==> src/rtl/icache_pkg.sv <==
// Shared definitions for the ICache line-refill engine: FSM encoding, default geometry,
// derived widths and AXI read-burst constants.
package icache_pkg;

    typedef enum logic [1:0] {
        ST_IDLE,
        ST_ADDR,
        ST_DATA,
        ST_COMMIT
    } refill_state_t;

    localparam int DEF_LINE_WORDS = 8;
    localparam int DEF_INDEX_BITS = 7;

    localparam logic [1:0] AXI_BURST_INCR = 2'b01;
    localparam logic [2:0] AXI_SIZE_4B    = 3'b010;

    function automatic int tag_bits(input int line_words, input int index_bits);
        return 32 - index_bits - $clog2(line_words) - 2;
    endfunction

    function automatic int ramad_bits(input int line_words, input int index_bits);
        return index_bits + $clog2(line_words);
    endfunction

endpackage

==> src/rtl/icache_refill_if.sv <==
// AXI-style read-address and read-data channels between the refill engine (master)
// and the memory fabric (slave).
interface icache_refill_if;
    logic        arvalid;
    logic [31:0] araddr;
    logic [7:0]  arlen;
    logic [2:0]  arsize;
    logic [1:0]  arburst;
    logic        arready;
    logic        rvalid;
    logic [31:0] rdata;
    logic [1:0]  rresp;
    logic        rlast;
    logic        rready;

    modport master (
        output arvalid, araddr, arlen, arsize, arburst, rready,
        input  arready, rvalid, rdata, rresp, rlast
    );

    modport slave (
        input  arvalid, araddr, arlen, arsize, arburst, rready,
        output arready, rvalid, rdata, rresp, rlast
    );
endinterface

==> src/rtl/icache_refill.sv <==
// ICache line-refill engine: one line-aligned INCR burst per miss, words streamed into
// the data RAM in order, tag/valid written last so a partial line never hits.
module icache_refill
    import icache_pkg::*;
#(
    parameter  int LINE_WORDS = DEF_LINE_WORDS,
    parameter  int INDEX_BITS = DEF_INDEX_BITS,
    localparam int OFF        = $clog2(LINE_WORDS),
    localparam int TAG_BITS   = tag_bits(LINE_WORDS, INDEX_BITS),
    localparam int RAMAD      = ramad_bits(LINE_WORDS, INDEX_BITS)
) (
    input  logic                clk,
    input  logic                rst,
    input  logic                miss_req,
    input  logic [31:0]         miss_addr,
    output logic                refill_busy,
    output logic                refill_done,
    output logic                refill_err,
    icache_refill_if.master     bus,
    output logic                ram_wen,
    output logic [RAMAD-1:0]    ram_adw,
    output logic [31:0]         ram_din,
    output logic                tag_wen,
    output logic [INDEX_BITS-1:0] tag_idx,
    output logic [TAG_BITS:0]   tag_din
);

    localparam int LINE_BITS = 32 - OFF - 2;
    localparam logic [OFF:0] CNT_LAST = (OFF+1)'(LINE_WORDS - 1);

    refill_state_t         state;
    logic [LINE_BITS-1:0]  line_q;
    logic [OFF:0]          cnt_q;
    logic                  err_q;
    logic                  arvalid_q;
    logic                  rready_q;

    logic [INDEX_BITS-1:0] idx;
    logic [TAG_BITS-1:0]   tag;
    logic                  beat;
    logic                  overrun;
    logic                  beat_err;
    logic                  err_nxt;

    assign idx = line_q[INDEX_BITS-1:0];
    assign tag = line_q[LINE_BITS-1:INDEX_BITS];

    // Counter MSB set means the line is already full; such beats are drained, not written.
    assign beat     = (state == ST_DATA) && bus.rvalid;
    assign overrun  = cnt_q[OFF];
    assign beat_err = (bus.rresp != 2'b00) || overrun || (bus.rlast && (cnt_q != CNT_LAST));
    assign err_nxt  = err_q || (beat && beat_err);

    // NOTE: pure continuous assigns for the combinational outputs -- every path is driven, so no latch can form.
    assign ram_wen = beat && !overrun;
    assign ram_adw = {idx, cnt_q[OFF-1:0]};
    assign ram_din = (state == ST_DATA) ? bus.rdata : 32'h0;

    assign bus.arvalid = arvalid_q;
    assign bus.araddr  = {line_q, {(OFF+2){1'b0}}};
    assign bus.arlen   = 8'(LINE_WORDS - 1);
    assign bus.arsize  = AXI_SIZE_4B;
    assign bus.arburst = AXI_BURST_INCR;
    assign bus.rready  = rready_q;

    // NOTE: state uses non-blocking assignments so every register sees pre-edge values.
    always_ff @(posedge clk or posedge rst) begin
        if (rst) begin
            state       <= ST_IDLE;
            line_q      <= '0;
            cnt_q       <= '0;
            err_q       <= 1'b0;
            arvalid_q   <= 1'b0;
            rready_q    <= 1'b0;
            refill_busy <= 1'b0;
            refill_done <= 1'b0;
            refill_err  <= 1'b0;
            tag_wen     <= 1'b0;
            tag_idx     <= '0;
            tag_din     <= '0;
        end else begin
            refill_done <= 1'b0;
            refill_err  <= 1'b0;
            tag_wen     <= 1'b0;
            tag_idx     <= '0;
            tag_din     <= '0;
            case (state)
                ST_IDLE: begin
                    err_q <= 1'b0;
                    cnt_q <= '0;
                    if (miss_req) begin
                        line_q      <= miss_addr[31:OFF+2];
                        arvalid_q   <= 1'b1;
                        refill_busy <= 1'b1;
                        state       <= ST_ADDR;
                    end
                end
                ST_ADDR: begin
                    if (bus.arready) begin
                        arvalid_q <= 1'b0;
                        rready_q  <= 1'b1;
                        state     <= ST_DATA;
                    end
                end
                ST_DATA: begin
                    if (bus.rvalid) begin
                        err_q <= err_nxt;
                        if (!overrun)
                            cnt_q <= cnt_q + (OFF+1)'(1);
                        if (bus.rlast) begin
                            rready_q    <= 1'b0;
                            refill_done <= 1'b1;
                            refill_err  <= err_nxt;
                            tag_wen     <= 1'b1;
                            tag_idx     <= idx;
                            tag_din     <= {~err_nxt, tag};
                            state       <= ST_COMMIT;
                        end
                    end
                end
                ST_COMMIT: begin
                    refill_busy <= 1'b0;
                    state       <= ST_IDLE;
                end
                default: state <= ST_IDLE;
            endcase
        end
    end

endmodule

==> src/flat_wrapper.sv <==
// flat-port wrapper written by rule: the top's interface ports become plain ports
module icache_refill_flat import icache_pkg::*;
#(
    parameter  int LINE_WORDS = DEF_LINE_WORDS,
    parameter  int INDEX_BITS = DEF_INDEX_BITS,
    localparam int OFF        = $clog2(LINE_WORDS),
    localparam int TAG_BITS   = tag_bits(LINE_WORDS, INDEX_BITS),
    localparam int RAMAD      = ramad_bits(LINE_WORDS, INDEX_BITS)
)
  (clk, rst, miss_req, miss_addr, refill_busy, refill_done, refill_err, ram_wen, ram_adw, ram_din, tag_wen, tag_idx, tag_din, bus_arvalid, bus_araddr, bus_arlen, bus_arsize, bus_arburst, bus_rready, bus_arready, bus_rvalid, bus_rdata, bus_rresp, bus_rlast);
  icache_refill_if bus_i ();
  input  logic clk;
  input  logic rst;
  input  logic miss_req;
  input  logic [31:0] miss_addr;
  output logic refill_busy;
  output logic refill_done;
  output logic refill_err;
  output logic ram_wen;
  output logic [RAMAD-1:0] ram_adw;
  output logic [31:0] ram_din;
  output logic tag_wen;
  output logic [INDEX_BITS-1:0] tag_idx;
  output logic [TAG_BITS:0] tag_din;
  output wire logic [$bits(bus_i.arvalid)-1:0] bus_arvalid;
  output wire logic [$bits(bus_i.araddr)-1:0] bus_araddr;
  output wire logic [$bits(bus_i.arlen)-1:0] bus_arlen;
  output wire logic [$bits(bus_i.arsize)-1:0] bus_arsize;
  output wire logic [$bits(bus_i.arburst)-1:0] bus_arburst;
  output wire logic [$bits(bus_i.rready)-1:0] bus_rready;
  input wire logic [$bits(bus_i.arready)-1:0] bus_arready;
  input wire logic [$bits(bus_i.rvalid)-1:0] bus_rvalid;
  input wire logic [$bits(bus_i.rdata)-1:0] bus_rdata;
  input wire logic [$bits(bus_i.rresp)-1:0] bus_rresp;
  input wire logic [$bits(bus_i.rlast)-1:0] bus_rlast;
  assign bus_arvalid = bus_i.arvalid;
  assign bus_araddr = bus_i.araddr;
  assign bus_arlen = bus_i.arlen;
  assign bus_arsize = bus_i.arsize;
  assign bus_arburst = bus_i.arburst;
  assign bus_rready = bus_i.rready;
  assign bus_i.arready = bus_arready;
  assign bus_i.rvalid = bus_rvalid;
  assign bus_i.rdata = bus_rdata;
  assign bus_i.rresp = bus_rresp;
  assign bus_i.rlast = bus_rlast;
  icache_refill #(.LINE_WORDS(LINE_WORDS), .INDEX_BITS(INDEX_BITS)) u_core (.clk(clk), .rst(rst), .miss_req(miss_req), .miss_addr(miss_addr), .refill_busy(refill_busy), .refill_done(refill_done), .refill_err(refill_err), .bus(bus_i), .ram_wen(ram_wen), .ram_adw(ram_adw), .ram_din(ram_din), .tag_wen(tag_wen), .tag_idx(tag_idx), .tag_din(tag_din));
endmodule
==> config.mk <==
export PLATFORM = sky130hd
export DESIGN_NAME = icache_refill_flat
export DESIGN_NICKNAME = d
export VERILOG_FILES = /design/src/rtl/icache_pkg.sv /design/src/rtl/icache_refill_if.sv /design/src/rtl/icache_refill.sv /design/src/flat_wrapper.sv
export SDC_FILE = /design/constraint.sdc
export NUM_CORES = 1
export LEC_CHECK = 0
export CORE_ASPECT_RATIO = 1.25
export CORE_UTILIZATION = 36
export DETAILED_ROUTE_END_ITERATION = 10
export GPL_TIMING_DRIVEN = 0
export PLACE_DENSITY = 0.87
export SLEW_MARGIN = 10
export SYNTH_ARGS = -nofsm -noshare
export SYNTH_HDL_FRONTEND = slang
export SYNTH_SLANG_ARGS = --single-unit
==> constraint.sdc <==
create_clock -name clk -period 2.6 [get_ports clk]
set_clock_uncertainty 0.1 [all_clocks]
set_input_delay 0.39 -clock clk [delete_from_list [all_inputs] [get_ports clk]]
set_output_delay 0.39 -clock clk [all_outputs]
set_load 0.02 [all_outputs]
==> Word level (Yosys, flattened, before mapping) <==
Cells that the tools add are included.
{ "word_totals": {"register_bits": 67, "inputBits": 72, "out_inout_bits": 122, "word_cells": 75} }
{ "classes": {"add_sub_neg": 1, "eq_ne": 9, "muxes": 31, "bitwise_logic": 1, "n_reduce_logical": 21} }
{ "op_table": {"columns": ["op", "count"], "rows": [
  ["two-way mux 21 bit", 3],
  ["two-way mux 32 bit", 1],
  ["two-way mux 7 bit", 3],
  ["two-way mux 1 bit", 12],
  ["!= test 2 bit (second input constant)", 5],
  ["nonzero test 2 bit", 5],
  ["two-way mux 2 bit", 4],
  ["two-way mux 4 bit", 2],
  ["one-hot mux 1 bit (2 select lines)", 4],
  ["one-hot mux 2 bit (4 select lines)", 1],
  ["one-hot mux 4 bit (2 select lines)", 1],
  ["AND reduction 4 bit", 2],
  ["AND reduction 2 bit", 3],
  ["AND reduction 3 bit", 2],
  ["adder 4 x 1 -> 4 bit (second input constant)", 1],
  ["== test 2 bit (second input constant)", 2],
  ["logical AND 1 bit", 4],
  ["!= test 4 x 3 -> 1 bit (second input constant)", 1],
  ["logical OR 1 bit", 3],
  ["== test 2 x 1 -> 1 bit (second input constant)", 1],
  ["zero test 2 bit", 1],
  ["zero test 1 bit", 1],
  ["inverter 1 bit", 1]
]} }

==> Depth between registers and ports, before layout <==
Gate-level depths: netlist of the first run.
{ "depth": {"depth_word": 9, "depth_mapped": 7, "ltp_nobuf": 6} }

==> Worst setup path after synthesis of the first run <==
Ideal clock, no wire load.
{ "synth_timing": {"kind": "register -> output", "startpoint": "register u_core.state[0]", "endpoint": "output ram_din[10]", "t_arrival_ns": 1.363, "t_required_ns": 2.110, "setup_slack_ns": 0.747, "stages_incl_launch_ff": 6, "n_path_buf": 2, "cell_sequence": "dfrtp_1 -> inv_1 -> ha_1 -> buf_2 -> clkbuf_1 -> and2_1"} }
{ "synth_between": {"elab_chain_cells": 2} }
{ "synth_rtl": {"columns": ["item", "line", "text"], "rows": [
  ["start: declaration", "icache_refill.sv:31", "refill_state_t state;"],
  ["start signal: assignment", "icache_refill.sv:69", "state <= ST_IDLE;"],
  ["start signal: assignment", "icache_refill.sv:95", "state <= ST_ADDR;"],
  ["start signal: assignment", "icache_refill.sv:102", "state <= ST_DATA;"],
  ["== test 2 bit", "icache_refill.sv:57", "assign ram_din = (state == ST_DATA) ? bus.rdata : 32'h0;"],
  ["two-way mux 32 bit", "icache_refill.sv:57", null],
  ["end: declaration", "flat_wrapper.sv:21", "output logic [31:0] ram_din;"]
]} }
No other way between the ends.

==> Worst setup path after layout of the first run <==
{ "layout_timing": {"startpoint": "register u_core.state[0]", "endpoint": "output ram_din[13]"} }
The elaborated chain is that of the path after synthesis.

==> results of run 1 <==
==> worst max-delay path: cells and delay by family (launching register included) <==
kind | cells | cell delay, ns
DFF | 1 | 0.42
buffers and inverters | 4 | 0.83
and+or+nand+nor | 1 | 0.14
adders and majority gates | 1 | 0.24
==> routing by layer <==
| layer | up-vias | wire length (um) |
|---|---|---|
| li1 | 1140 | - |
| met1 | 1134 | 2580 |
| met2 | 119 | 4030 |
| met3 | 8 | 486 |
| met4 | 0 | 71 |
| met5 | - | 0 |
==> repair_timing <==
item | in CTS | in global routing
resized for setup | 35 | 3
setup endpoints to repair | 32 | 3
hold endpoints to repair | 0 | 0
==> cell type report <==
| type | instances | share of cell area, % |
|---|---|---|
| flip-flops and latches | 67 | 33.2 |
| repair buffers | 170 | 33.1 |
| multi-input cells | 149 | 20.9 |
| plain buffers | 38 | 5.45 |
| clock buffers | 9 | 2.45 |
| well taps | 95 | 2.35 |
| clock inverters | 7 | 1.98 |
| inverters | 6 | 0.496 |
==> registers in the layout, summed over array words and instances, names as in the netlist <==
name and flops:
u_core.refill_done 1, u_core.tag_din 21, u_core.refill_busy 1, u_core.bus.rready 1
u_core.state 2, u_core.tag_idx 7, u_core.bus.arvalid 1, u_core.cnt_q 4
u_core.refill_err 1, u_core.err_q 1, u_core.line_q 27
==> power breakdown <==
part	internal (uW)	switching (uW)
registers	1370	237
logic	1340	1300
clock network	546	402
total	3250	1940
==> worst min-delay path by stage <==
stage	to	cells past startpoint	startpoint	slack [ns]
2_1_floorplan	u_core.cnt_q[3]	2	u_core.cnt_q[3]	0.37
3_3_place_gp	u_core.tag_din[8]	1	u_core.line_q[15]	0.38
3_5_place_dp	u_core.tag_din[8]	1	u_core.line_q[15]	0.39
4_1_cts	u_core.tag_din[8]	1	u_core.line_q[15]	0.41
5_1_grt	u_core.tag_din[17]	1	u_core.line_q[24]	0.44
6_report	u_core.tag_din[8]	1	u_core.line_q[15]	0.40
==> cell families (layout without fill, tap and decap cells) <==
| family | Yosys count | after routing | synth area share (%) |
|---|---|---|---|
| other | 2 | 18 | 0.253 |
| buffers and inverters | 44 | 230 | 9.84 |
| adders and majority gates | 6 | 6 | 2.53 |
| and+or+nand+nor | 81 | 81 | 16.3 |
| muxes | 29 | 29 | 11.0 |
| DFF | 67 | 67 | 56.6 |
| AOI/OAI and AO/OA | 15 | 15 | 3.46 |
==> placed cells by master (no fill, tap or decap), drive strengths merged, types with 5 or more instances in the layout <==
| cell type | synthesis | routed |
|---|---|---|
| mux2 | 28 | 28 |
| buf | 33 | 33 |
| conb | 2 | 18 |
| dlygate4sd2 | 0 | 30 |
| inv | 6 | 7 |
| clkdlybuf4s50 | 0 | 137 |
| dfrtp | 67 | 67 |
| ha | 6 | 6 |
| nand2 | 9 | 9 |
| clkbuf | 5 | 14 |
| o21ai | 5 | 5 |
| and2 | 59 | 59 |
==> stage by stage <==
stage | setup WS [ns] | utilization (%) | std cells | TNS (ns)
CTS | 0.0422 | 64.0 | 541 | 0
global placement | -0.648 | 61.4 | 525 | -43.09
floorplan | 0.427 | - | 260 | 0
finish | 0.153 | 64.0 | 541 | 0
detailed placement | 0.0162 | 61.5 | 525 | 0
global route | 0.00320 | 64.0 | 541 | 0
==> results.md, run 1 <==
* Critical R2R Launch: u_core.state[0]
* Top cell type's share of synthesized area at between 50% and 60%
* GPL Wtd Cong at between 0.7 and 0.8
* R2r setup slk at approximately 0.81 ns
* Via Count at 2401
* Share of cells above drive strength 1 at roughly 15%
* Type of the most critical hold path: flop to flop
* Worst path cell trace: inv_1, ha_2, buf_4, clkbuf_2, and2_1, dlygate4sd2_1
* Die ar. at between 8000 and 9000 um^2
* First-pass GRT wire length at about 12000 um
* Post-synthesis sequential area ratio at roughly 57%
* Chip height at ~100 um
* Met3 usage at 4.92%
* Io pins at 194
* Vias/cell at 4.44
* Post-Route WL at approximately 7200 um
* DRT Pass-1 Iters at 4
* Total grt overflow at 0
* Max_cap viols at 0
* Relative slew margins at between 40% and 50%
* Largest net degree at the start of global routing at 68
* Grt met2 use at about 32%
* TritonCTS Sinks at 67
* Reg-to-reg endpoint: u_core.state[1]
* GRT Util Overall at 17.0%
* Starting Density at between 30% and 40%
* Register area at 1680 um^2
* PD cells at between 1000 and 1500 nW/um^2
* Top-count cell post-synth: dfrtp_1
* Worst path required time at about 2.1 ns
* Post-synthesis instance area at 2960 um^2
* Post-CTS Setup Inserts at 0
* Met1 usage in global routing at between 15 and 20%
* Post-synth cell types at 30
* CP endpoint kind: primary output
* Port Buffers at 170
* Critical path launch point type: flop
* Status: complete, no violations
* Worst Setup SP: u_core.state[0]
* Dpl cell area at between 4000 and 5000 um^2
* N_diodes at 0
* Hold Fails Final Rpt at 0
* Post-synth top cells: dfrtp_1, and2_1, buf_4, mux2_1
* Post-synthesis async set-or-reset flop share at 100%
* CTS buffer count at 9
* Filler Cells Inserted at around 580
* Die Width at between 80 and 90 um
* Most used DFF post-synth: dfrtp_1
* Syn-to-layout area delta at 70.4%
* Fmax at between 400 and 500 MHz
* Post-synth EDFFs at 0
* Synthesis Warnings at 0
* Worst-margin pin slew at just over 0.8 ns
* Power Total at ~5200 uW
* Drt initial violations at 32
* Flops & latches, synth at 67
* CP endpoint: ram_din[13]
* Final-stage net count at between 500 and 600
* CTS root buf: clkbuf_8
* Post-route ant nets at 0
* Worst-Skew Late Latency at 0.33 ns
* Synth area leader: dfrtp_1
* Final Slew Violations at 0
* Row Count at 36
* DRC at 0
* CTS tree: done
* Vias in the first global route at approximately 2500
* Endpoints failing setup at 0
* WP data arrival at between 1.5 and 2 ns
* Syn Inst Count at 244
* Crit path largest cell delay at approximately 0.42 ns
* Dpl hpwl at between 5000 and 6000 um
* R2R cell count at 5
* Multi-input logic area at approximately 1100 um^2
* Longest Clk Path Bufs at 2
* Leakage at 0.00248 uW
* Area of the core at 7880 um^2
* Post-CTS Hold Buffers at 0
* Crit-path slowest cell: dfrtp_1
* Max VDD drop at 0.629 mV
* Hold WS at between 0.4 and 0.5 ns
* Min Tclk post-route at between 2 and 2.5 ns
* RSZ-0062 raised after global routing: false
* Initial antenna violation count at 0
* WL per Instance at around 13 um
* Final instance area at 5050 um^2
* Synth Area per Inst at between 10 and 15 um^2
* Kind of critical path: flop to primary output
* Reg clk slew, reported paths at roughly 0.070 ns
* H-tree depth at 3
* Most used routing layer: met2
* Top post-synthesis cells by area: dfrtp_1, and2_1, mux2_1
* Fin crit share at between 90% and 100%
* CP max FO at 10
Note: power is estimated with default switching activity, not from simulation.
==> run 2, diff against run 1 <==
Settings changed: CAP_MARGIN set to 10.
==> results of run 2 <==
The final DEF is identical to that of run 1; final timing and power are the same.
